[src/rtl/max_product_pkg.sv]
// Shared types and saturating metric arithmetic for the serial max-product SISO step.
// Metric helpers work on int, so BITS must be 31 or less.
package max_product_pkg;

    typedef enum logic [1:0] {
        StIdle,
        StAccum,
        StFinal,
        StHold
    } mps_state_e;

    function automatic int metric_max(input int unsigned bits);
        return (1 << (bits - 1)) - 1;
    endfunction

    function automatic int metric_min(input int unsigned bits);
        return -(1 << (bits - 1));
    endfunction

    function automatic int sat_add(input int a, input int b, input int unsigned bits);
        int s;
        s = a + b;
        if (s > metric_max(bits)) return metric_max(bits);
        if (s < metric_min(bits)) return metric_min(bits);
        return s;
    endfunction

    function automatic int sat_sub(input int a, input int b, input int unsigned bits);
        int s;
        s = a - b;
        if (s > metric_max(bits)) return metric_max(bits);
        if (s < metric_min(bits)) return metric_min(bits);
        return s;
    endfunction

    // Ties keep the earlier (left) operand.
    function automatic int smax(input int a, input int b);
        return (b > a) ? b : a;
    endfunction

endpackage

[src/rtl/max_product_symbol_serial_slice.sv]
// Combinational evaluation of one trellis state: beta candidate and per-bit path maxima.
module max_product_state_slice
    import max_product_pkg::*;
#(
    parameter int unsigned BITS            = 16,
    parameter int unsigned BITS_PER_SYMBOL = 2,
    parameter int unsigned STATES          = 4,
    parameter int unsigned OUTPUT_SYMBOLS  = 4,
    localparam int unsigned INPUT_SYMBOLS  = 1 << BITS_PER_SYMBOL,
    localparam int unsigned SW             = $clog2(STATES),
    localparam int unsigned OW             = $clog2(OUTPUT_SYMBOLS)
) (
    input  logic [SW-1:0]                                      s_i,
    input  logic [STATES-1:0][INPUT_SYMBOLS-1:0][SW-1:0]      next_state_i,
    input  logic [STATES-1:0][INPUT_SYMBOLS-1:0][OW-1:0]      outputs_i,
    input  logic [OUTPUT_SYMBOLS-1:0][BITS-1:0]                branch_metric_i,
    input  logic [STATES-1:0][BITS-1:0]                        alpha_i,
    input  logic [STATES-1:0][BITS-1:0]                        old_beta_i,
    output logic [BITS-1:0]                                    beta_acc_o,
    output logic [BITS_PER_SYMBOL-1:0][BITS-1:0]               p0_max_o,
    output logic [BITS_PER_SYMBOL-1:0][BITS-1:0]               p1_max_o
);

    int acc;
    int m;
    int p;
    int p0 [BITS_PER_SYMBOL];
    int p1 [BITS_PER_SYMBOL];

    always_comb begin
        acc = metric_min(BITS);
        m   = 0;
        p   = 0;
        for (int b = 0; b < int'(BITS_PER_SYMBOL); b++) begin
            p0[b] = metric_min(BITS);
            p1[b] = metric_min(BITS);
        end
        for (int u = 0; u < int'(INPUT_SYMBOLS); u++) begin
            m   = sat_add(int'($signed(branch_metric_i[outputs_i[s_i][u]])),
                          int'($signed(old_beta_i[next_state_i[s_i][u]])), BITS);
            acc = smax(acc, m);
            p   = sat_add(int'($signed(alpha_i[s_i])), m, BITS);
            for (int b = 0; b < int'(BITS_PER_SYMBOL); b++) begin
                if (((u >> b) & 1) != 0) p1[b] = smax(p1[b], p);
                else                     p0[b] = smax(p0[b], p);
            end
        end
        beta_acc_o = BITS'(acc);
        for (int b = 0; b < int'(BITS_PER_SYMBOL); b++) begin
            p0_max_o[b] = BITS'(p0[b]);
            p1_max_o[b] = BITS'(p1[b]);
        end
    end

endmodule

[src/rtl/max_product_symbol_serial.sv]
// Serial max-log symbol SISO backward step, one trellis state per clock.
// Define MAX_PRODUCT_BETA_NORM_EN to normalise the new beta vector against state 0.
module max_product_symbol_serial
    import max_product_pkg::*;
#(
    parameter int unsigned BITS            = 16,
    parameter int unsigned BITS_PER_SYMBOL = 2,
    parameter int unsigned STATES          = 4,
    parameter int unsigned OUTPUT_SYMBOLS  = 4,
    localparam int unsigned INPUT_SYMBOLS  = 1 << BITS_PER_SYMBOL,
    localparam int unsigned SW             = $clog2(STATES),
    localparam int unsigned OW             = $clog2(OUTPUT_SYMBOLS)
) (
    input  logic                                          clk_i,
    input  logic                                          rst_ni,
    // Trellis tables, static for the lifetime of a step.
    input  logic [STATES-1:0][INPUT_SYMBOLS-1:0][SW-1:0] next_state_i,
    input  logic [STATES-1:0][INPUT_SYMBOLS-1:0][OW-1:0] outputs_i,
    input  logic                                          in_valid_i,
    output logic                                          in_ready_o,
    input  logic [OUTPUT_SYMBOLS-1:0][BITS-1:0]           branch_metric_i,
    input  logic [STATES-1:0][BITS-1:0]                   alpha_metric_i,
    input  logic [STATES-1:0][BITS-1:0]                   old_beta_metric_i,
    output logic                                          out_valid_o,
    input  logic                                          out_ready_i,
    output logic [STATES-1:0][BITS-1:0]                   beta_metric_o,
    output logic [BITS_PER_SYMBOL-1:0][BITS-1:0]          llr_o
);

    localparam logic [BITS-1:0] MetricMin = {1'b1, {(BITS-1){1'b0}}};
    localparam logic [SW-1:0]   SLast     = SW'(STATES - 1);

    mps_state_e state_q, state_d;
    logic [SW-1:0] s_q, s_d;
    logic [OUTPUT_SYMBOLS-1:0][BITS-1:0] bm_q, bm_d;
    logic [STATES-1:0][BITS-1:0] alpha_q, alpha_d, old_beta_q, old_beta_d;
    logic [STATES-1:0][BITS-1:0] acc_q, acc_d, beta_q, beta_d;
    logic [BITS_PER_SYMBOL-1:0][BITS-1:0] llr0_q, llr0_d, llr1_q, llr1_d, llr_q, llr_d;

    logic [BITS-1:0] slice_beta;
    logic [BITS_PER_SYMBOL-1:0][BITS-1:0] slice_p0, slice_p1;

    max_product_state_slice #(
        .BITS            (BITS),
        .BITS_PER_SYMBOL (BITS_PER_SYMBOL),
        .STATES          (STATES),
        .OUTPUT_SYMBOLS  (OUTPUT_SYMBOLS)
    ) u_slice (
        .s_i             (s_q),
        .next_state_i    (next_state_i),
        .outputs_i       (outputs_i),
        .branch_metric_i (bm_q),
        .alpha_i         (alpha_q),
        .old_beta_i      (old_beta_q),
        .beta_acc_o      (slice_beta),
        .p0_max_o        (slice_p0),
        .p1_max_o        (slice_p1)
    );

    always_ff @(posedge clk_i) begin
        if (!rst_ni) begin
            state_q    <= StIdle;
            s_q        <= '0;
            bm_q       <= '0;
            alpha_q    <= '0;
            old_beta_q <= '0;
            acc_q      <= {STATES{MetricMin}};
            llr0_q     <= {BITS_PER_SYMBOL{MetricMin}};
            llr1_q     <= {BITS_PER_SYMBOL{MetricMin}};
            beta_q     <= '0;
            llr_q      <= '0;
        end else begin
            state_q    <= state_d;
            s_q        <= s_d;
            bm_q       <= bm_d;
            alpha_q    <= alpha_d;
            old_beta_q <= old_beta_d;
            acc_q      <= acc_d;
            llr0_q     <= llr0_d;
            llr1_q     <= llr1_d;
            beta_q     <= beta_d;
            llr_q      <= llr_d;
        end
    end

    always_comb begin
        state_d    = state_q;
        s_d        = s_q;
        bm_d       = bm_q;
        alpha_d    = alpha_q;
        old_beta_d = old_beta_q;
        acc_d      = acc_q;
        llr0_d     = llr0_q;
        llr1_d     = llr1_q;
        beta_d     = beta_q;
        llr_d      = llr_q;

        unique case (state_q)
            StIdle: begin
                if (in_valid_i) begin
                    bm_d       = branch_metric_i;
                    alpha_d    = alpha_metric_i;
                    old_beta_d = old_beta_metric_i;
                    s_d        = '0;
                    acc_d      = {STATES{MetricMin}};
                    llr0_d     = {BITS_PER_SYMBOL{MetricMin}};
                    llr1_d     = {BITS_PER_SYMBOL{MetricMin}};
                    state_d    = StAccum;
                end
            end
            StAccum: begin
                acc_d[s_q] = slice_beta;
                for (int b = 0; b < int'(BITS_PER_SYMBOL); b++) begin
                    llr0_d[b] = BITS'(smax(int'($signed(llr0_q[b])), int'($signed(slice_p0[b]))));
                    llr1_d[b] = BITS'(smax(int'($signed(llr1_q[b])), int'($signed(slice_p1[b]))));
                end
                if (s_q == SLast) state_d = StFinal;
                else              s_d     = s_q + SW'(1);
            end
            StFinal: begin
                for (int i = 0; i < int'(STATES); i++) begin
`ifdef MAX_PRODUCT_BETA_NORM_EN
                    beta_d[i] = BITS'(sat_sub(int'($signed(acc_q[i])), int'($signed(acc_q[0])),
                                              BITS));
`else
                    beta_d[i] = acc_q[i];
`endif
                end
                for (int b = 0; b < int'(BITS_PER_SYMBOL); b++) begin
                    llr_d[b] = BITS'(sat_sub(int'($signed(llr1_q[b])), int'($signed(llr0_q[b])),
                                             BITS));
                end
                state_d = StHold;
            end
            StHold: begin
                if (out_ready_i) state_d = StIdle;
            end
            default: state_d = StIdle;
        endcase
    end

    assign in_ready_o    = (state_q == StIdle);
    assign out_valid_o   = (state_q == StHold);
    assign beta_metric_o = beta_q;
    assign llr_o         = llr_q;

endmodule
[config.mk]
export PLATFORM = sky130hd
export DESIGN_NAME = max_product_symbol_serial
export DESIGN_NICKNAME = d
export VERILOG_FILES = /design/src/rtl/max_product_pkg.sv /design/src/rtl/max_product_symbol_serial_slice.sv /design/src/rtl/max_product_symbol_serial.sv
export SDC_FILE = /design/constraint.sdc
export NUM_CORES = 2
export LEC_CHECK = 0
export CAP_MARGIN = 0
export CORE_ASPECT_RATIO = 1.4
export CORE_MARGIN = 2
export CORE_UTILIZATION = 50
export CTS_BUF_LIST = sky130_fd_sc_hd__clkbuf_8
export CTS_CLUSTER_DIAMETER = 40
export DETAILED_ROUTE_END_ITERATION = 10
export PLACE_DENSITY_LB_ADDON = 0.12
export SLEW_MARGIN = 20
export SYNTH_ARGS = -nofsm -noshare
export SYNTH_HDL_FRONTEND = slang
export SYNTH_HIERARCHICAL = 1
export SYNTH_SLANG_ARGS = --single-unit
[constraint.sdc]
create_clock -name clk_i -period 24.1 [get_ports clk_i]
set_input_delay 4.82 -clock clk_i [delete_from_list [all_inputs] [get_ports clk_i]]
set_output_delay 4.82 -clock clk_i [all_outputs]
set_load 0.05 [all_outputs]
[Word level (Yosys, flattened, before mapping)]
Cells that the tools add are included.
W data, S select, Z words.
Storage, ports and cells
  bits in registers: 420
  output and inout port bits: 98
  bits of input ports: 260
  logic and storage cells: 233
Operators by class
  add/subtract/negate cells: 11
  reductions and logical operators: 11
  equality and inequality tests: 12
  multiplexer cells: 126
  $lt $le $gt $ge: 45
Operators by type and width (number)
  $mux W32: 31
  $mux W16: 25
  $gt A32 B16 Y1 const B: 12
  $bmux W16 S2: 9
  $lt A32 B16 Y1 const B: 8
  $gt A32 B32 Y1: 7
  $mux W15: 10
  $add A16 B32 Y32: 4
  $pmux W32 S2: 2
  $pmux W64 S2: 1
  $add A16 B16 Y17: 4
  $bwmux W64: 1
  $gt A16 B16 Y1: 4
  $mux W64: 1
  $gt A17 B16 Y1 const B: 2
  $lt A17 B16 Y1 const B: 2
  $mux W1: 34
  $sub A16 B16 Y17: 2
  $bmux W8 S2: 2
  $demux W16 S2: 1
  $lt A2 B3 Y1 const B: 9
  $reduce_and A3 Y1: 6
  $mux W8: 2
  $ne A2 B2 Y1 const B: 7
  other kinds (12): 19

[Depth between registers and ports, before layout]
  depth in word-level cells: 23
  depth in mapped cells: 64
  depth with buffers taken out: 54

[Hierarchy]
The synthesis kept the hierarchy.
Modules (own cells, without submodules)
  max_product_symbol_serial: area an instance 18393.9 um^2, seq. area each 8408.1 um^2, cells each 2020, instances 1
  max_product_state_slice: area an instance 18124.9 um^2, seq. area each 0.0 um^2, cells each 2262, instances 1

[Least setup slack after synthesis]
No wires, ideal clock.
  kind: input to register
  start point: in outputs_i[12] (netlist bit)
  end point: reg llr1_q[22] (netlist bit)
  path slack: 7.142 ns
  buffers on the path: 9
  required time: 24.041 ns
  arrival: 16.900 ns
  stages on the path: 58
  setup time: 0.059 ns
  cell sequence: mux4_2 > clkbuf_1 > buf_1 > mux4_2 > ha_1 > a211o_1 > a211oi_1 > o211ai_1 > a2111oi_0 > a311oi_2 > nand2_1 > buf_2 > a21boi_0 > inv_1 > ha_1 > a211oi_2 > o21bai_1 > o31ai_4 > (+22 left out) > a21oi_1 > nand2_1 > nand2_1 > mux2_2 > buf_1 > buf_2 > mux2i_1 > ha_1 > a21o_1 > a21o_1 > a21oi_1 > o21ai_0 > a21o_1 > a211oi_1 > nor2_1 > o21ai_1 > buf_2 > a22o_1
RTL lines
  start, declared: RTL line max_product_symbol_serial.sv:18  | input logic [STATES-1:0][INPUT_SYMBOLS-1:0][OW-1:0] outputs_i,
  end signal, assigned: RTL line max_product_symbol_serial.sv:69  | llr1_q <= {BITS_PER_SYMBOL{MetricMin}};
  end signal, assigned: RTL line max_product_symbol_serial.sv:80  | llr1_q <= llr1_d;
  end, declared: RTL line max_product_symbol_serial.sv:38  | logic [BITS_PER_SYMBOL-1:0][BITS-1:0] llr0_q, llr0_d, llr1_q, llr1_d, llr_q, llr_d;

==> impl_metrics.json <==
{
  "result_of_the_run": "complete, no violations",
  "synthTopCellsByArea": "sky130_fd_sc_hd__dfxtp_1 (23%), sky130_fd_sc_hd__ha_1 (14%), sky130_fd_sc_hd__mux4_2 (9.7%), sky130_fd_sc_hd__nand2_1 (6.0%), sky130_fd_sc_hd__a21boi_0 (4.1%)",
  "synth.lib_cells_used.distinct": 104,
  "gp_congestion": 1.059,
  "required_ns": 24.72,
  "tritoncts_clock_tree": "yes",
  "number_of_global_route_vias_before_repair": 32700,
  "synth_top_area_share": 0.2302,
  "post_detailed_placement_half_perimeter_wirelength_um": 106500,
  "clock_tree.buffer_depth": 3,
  "count_of_warnings_emitted_by_yosys": 6,
  "synth_largest_area_cell": "sky130_fd_sc_hd__dfxtp_1",
  "first_iter_violations": 2170,
  "area_growth_pct": 15.48,
  "synth-edff-count": 0,
  "die-area_mm2": 0.07525,
  "core.rowCount": 117,
  "detailedRoute.firstPassIterationCount": 6,
  "num_io_pins": 358,
  "drc": 0,
  "crit_family": "compound AO/OA/AOI/OAI gates",
  "clk_pin_slew_ns": 0.06,
  "report.final.setup_viol": 0,
  "timing.slew.headroom": 0.2858,
  "clock.fmax_mhz": 52.48,
  "critical_path.startpoint_type": "primary input",
  "synthFlopType": "sky130_fd_sc_hd__dfxtp_1",
  "cts.repair.resized": 0,
  "synth_area_per_cell_um2": 8.528,
  "ant_nets": 0,
  "max_stage_delay_cell_worst_path": "sky130_fd_sc_hd__nor2_1",
  "grt_start_max_net_pins": 115,
  "transition_time_of_the_tightest_slew_check_pin_ns": 1.060,
  "postCtsSetupBuffers": 0,
  "global_route.usage.total": 0.3439,
  "cts_inserted_buffers": 73,
  "antenna_found_initial": 1,
  "routed_wl_per_cell_um": 23.93,
  "starting_density": 0.5040,
  "synthTopCellsByCount": "sky130_fd_sc_hd__nand2_1 (585), sky130_fd_sc_hd__dfxtp_1 (420), sky130_fd_sc_hd__ha_1 (419)",
  "post-synth-top-count-cell": "sky130_fd_sc_hd__nand2_1",
  "cts.htree.levels": 3,
  "clk_root_buffer_cell": "sky130_fd_sc_hd__clkbuf_8",
  "post_synthesis_instance_area_mm2": 0.03652,
  "clock_sink_count": 420,
  "vias_per_cell": 6.096,
  "setup-tns-final_ns": 0,
  "crit_arrival_ns": 19.68,
  "fin_crit_sh": 0.7907,
  "layout.area.seq_mm2": 0.008411,
  "multiInputGateArea_mm2": 0.02647,
  "syn-num-nets": 4971,
  "criticalPathCategory": "primary input to flip-flop",
  "clkLatencyLatePin_ns": 0.71,
  "layout.nets": 5210,
  "fin_worst_skew_ns": 0.03962,
  "width_of_the_die_um": 232.4,
  "cts_hold_repair.buffers": 0,
  "slew_violations": 0,
  "drv_cap": 0,
  "layout_fillers": 6719,
  "chipHeight_um": 323.8,
  "vias": 33690,
  "crit_path_end_kind": "flip-flop",
  "grt_pass1_wl_um": 195100,
  "grt_setup_unrepaired": "no",
  "synth_seq_cells": 420,
  "slowest_delay_ns": 0.79,
  "timing.final.hold_violations": 0,
  "routed_wirelength_um": 132300,
  "synthesis.instances": 4282,
  "cp_num_buf_inv": 3,
  "worstPathMaxFanout": 20,
  "buffer_ports.inserted": 357,
  "core-area_mm2": 0.07246,
  "layout-drive-gt1-share": 0.08352,
  "finalCriticalPeriod_ns": 19.06,
  "global_route.overflow_total": 0,
  "synthArstFlopShare": 0,
  "synth_seq_area_share": 0.2302,
  "timing.hold.worst.class": "flip-flop to flip-flop"
}
-- through the flow --
step           instance area [um^2]  utilization  std cells  hold WS, ns  setup WS [ns]
2_1_floorplan                 36520            -       4282       0.4402          7.142
3_3_place_gp                  40630       0.5607       5398       0.4502          4.597
3_5_place_dp                  40640       0.5608       5398       0.4578          4.578
4_1_cts                       42160       0.5819       5526       0.4667          5.266
5_1_grt                       42170       0.5820       5527       0.4821          4.294
6_report                      42170       0.5820       5527       0.4638          5.045
-- routing by layer --
metal	track usage	vias up	routed length (um)
li1	-	16200	-
met4	0.2946	0	13060
met3	0.05494	480	6716
met5	0	-	0
met2	0.6145	1213	65900
met1	0.3479	15800	46590
-- flip-flops by register name, indices dropped and copies added (netlist names), 32 cells and up --
name	flops
alpha_q	64
llr1_q	32
old_beta_q	64
beta_metric_o	64
llr_o	32
acc_q	64
llr0_q	32
bm_q	64
-- final cells by class --
type / instances / share of cell area
repair buffers: 387 / 0.09016
clock inverters: 38 / 0.006765
diodes: 1 / 0.00005934
flip-flops and latches: 420 / 0.1994
multi-input cells: 3433 / 0.6276
clock buffers: 90 / 0.02937
well taps: 952 / 0.02825
inverters: 206 / 0.01834
-- kinds of logic after synthesis --
kind of cell	Yosys count	share of synthesized area
adders and majority gates	472	0.1609
DFF	420	0.2302
AOI/OAI and AO/OA	1270	0.2366
xor gates and xnor gates	114	0.02775
muxes	276	0.1305
buffers and inverters	429	0.04677
and+or+nand+nor	1301	0.1673
-- placed cells by master, fill, tap and decap left out, types with 11 or more instances in the layout --
master / synthesis / routed
sky130_fd_sc_hd__nand2_1: 585 / 584
sky130_fd_sc_hd__ha_1: 419 / 418
sky130_fd_sc_hd__dfxtp_1: 420 / 418
sky130_fd_sc_hd__clkdlybuf4s50_1: 0 / 356
sky130_fd_sc_hd__a21oi_1: 265 / 265
sky130_fd_sc_hd__inv_1: 201 / 218
sky130_fd_sc_hd__nor2_1: 213 / 213
sky130_fd_sc_hd__o21ai_0: 209 / 208
sky130_fd_sc_hd__a21boi_0: 201 / 201
sky130_fd_sc_hd__nor2b_1: 183 / 182
sky130_fd_sc_hd__mux4_2: 158 / 158
sky130_fd_sc_hd__a21o_1: 126 / 126
sky130_fd_sc_hd__mux2i_1: 107 / 107
sky130_fd_sc_hd__clkbuf_8: 0 / 91
sky130_fd_sc_hd__a22o_1: 66 / 66
sky130_fd_sc_hd__a22oi_1: 65 / 65
sky130_fd_sc_hd__nand2b_1: 64 / 64
sky130_fd_sc_hd__nand4_1: 59 / 59
sky130_fd_sc_hd__xor2_1: 58 / 58
sky130_fd_sc_hd__xnor2_1: 54 / 54
sky130_fd_sc_hd__nor3_1: 54 / 53
sky130_fd_sc_hd__o21a_1: 42 / 42
sky130_fd_sc_hd__maj3_1: 41 / 41
sky130_fd_sc_hd__nand3_1: 34 / 34
sky130_fd_sc_hd__a211oi_1: 31 / 31
sky130_fd_sc_hd__o31ai_1: 30 / 30
sky130_fd_sc_hd__buf_4: 2 / 30
sky130_fd_sc_hd__a31oi_1: 26 / 26
sky130_fd_sc_hd__o22ai_1: 25 / 25
sky130_fd_sc_hd__o211ai_1: 23 / 23
sky130_fd_sc_hd__o21bai_1: 22 / 22
sky130_fd_sc_hd__or3_1: 16 / 16
sky130_fd_sc_hd__and3_1: 16 / 16
sky130_fd_sc_hd__a211o_1: 14 / 14
sky130_fd_sc_hd__or2_2: 13 / 13
sky130_fd_sc_hd__and2_1: 12 / 12
sky130_fd_sc_hd__o2bb2ai_1: 12 / 12
sky130_fd_sc_hd__nor4_1: 12 / 11
-- tightest hold or removal path: stages, from the launching register on --
cell and delay, ns:
sky130_fd_sc_hd__dfxtp_1 0.30, sky130_fd_sc_hd__nand2_1 0.05, sky130_fd_sc_hd__a21boi_0 0.06
-- worst paths after layout --
kind              depth (start not counted)  slack (ns)           to           from
setup reg to reg                         50        8.24   llr1_q[26]         s_q[0]
setup / recovery                         50        5.04   llr1_q[26]  outputs_i[12]
hold reg to reg                           2        0.46  alpha_q[31]    alpha_q[31]
hold / removal                            2        0.46  alpha_q[31]    alpha_q[31]
Power is left out: the tool's default activity adds up to more than one toggle a clock period on the data nets, which glitch-free logic cannot reach.
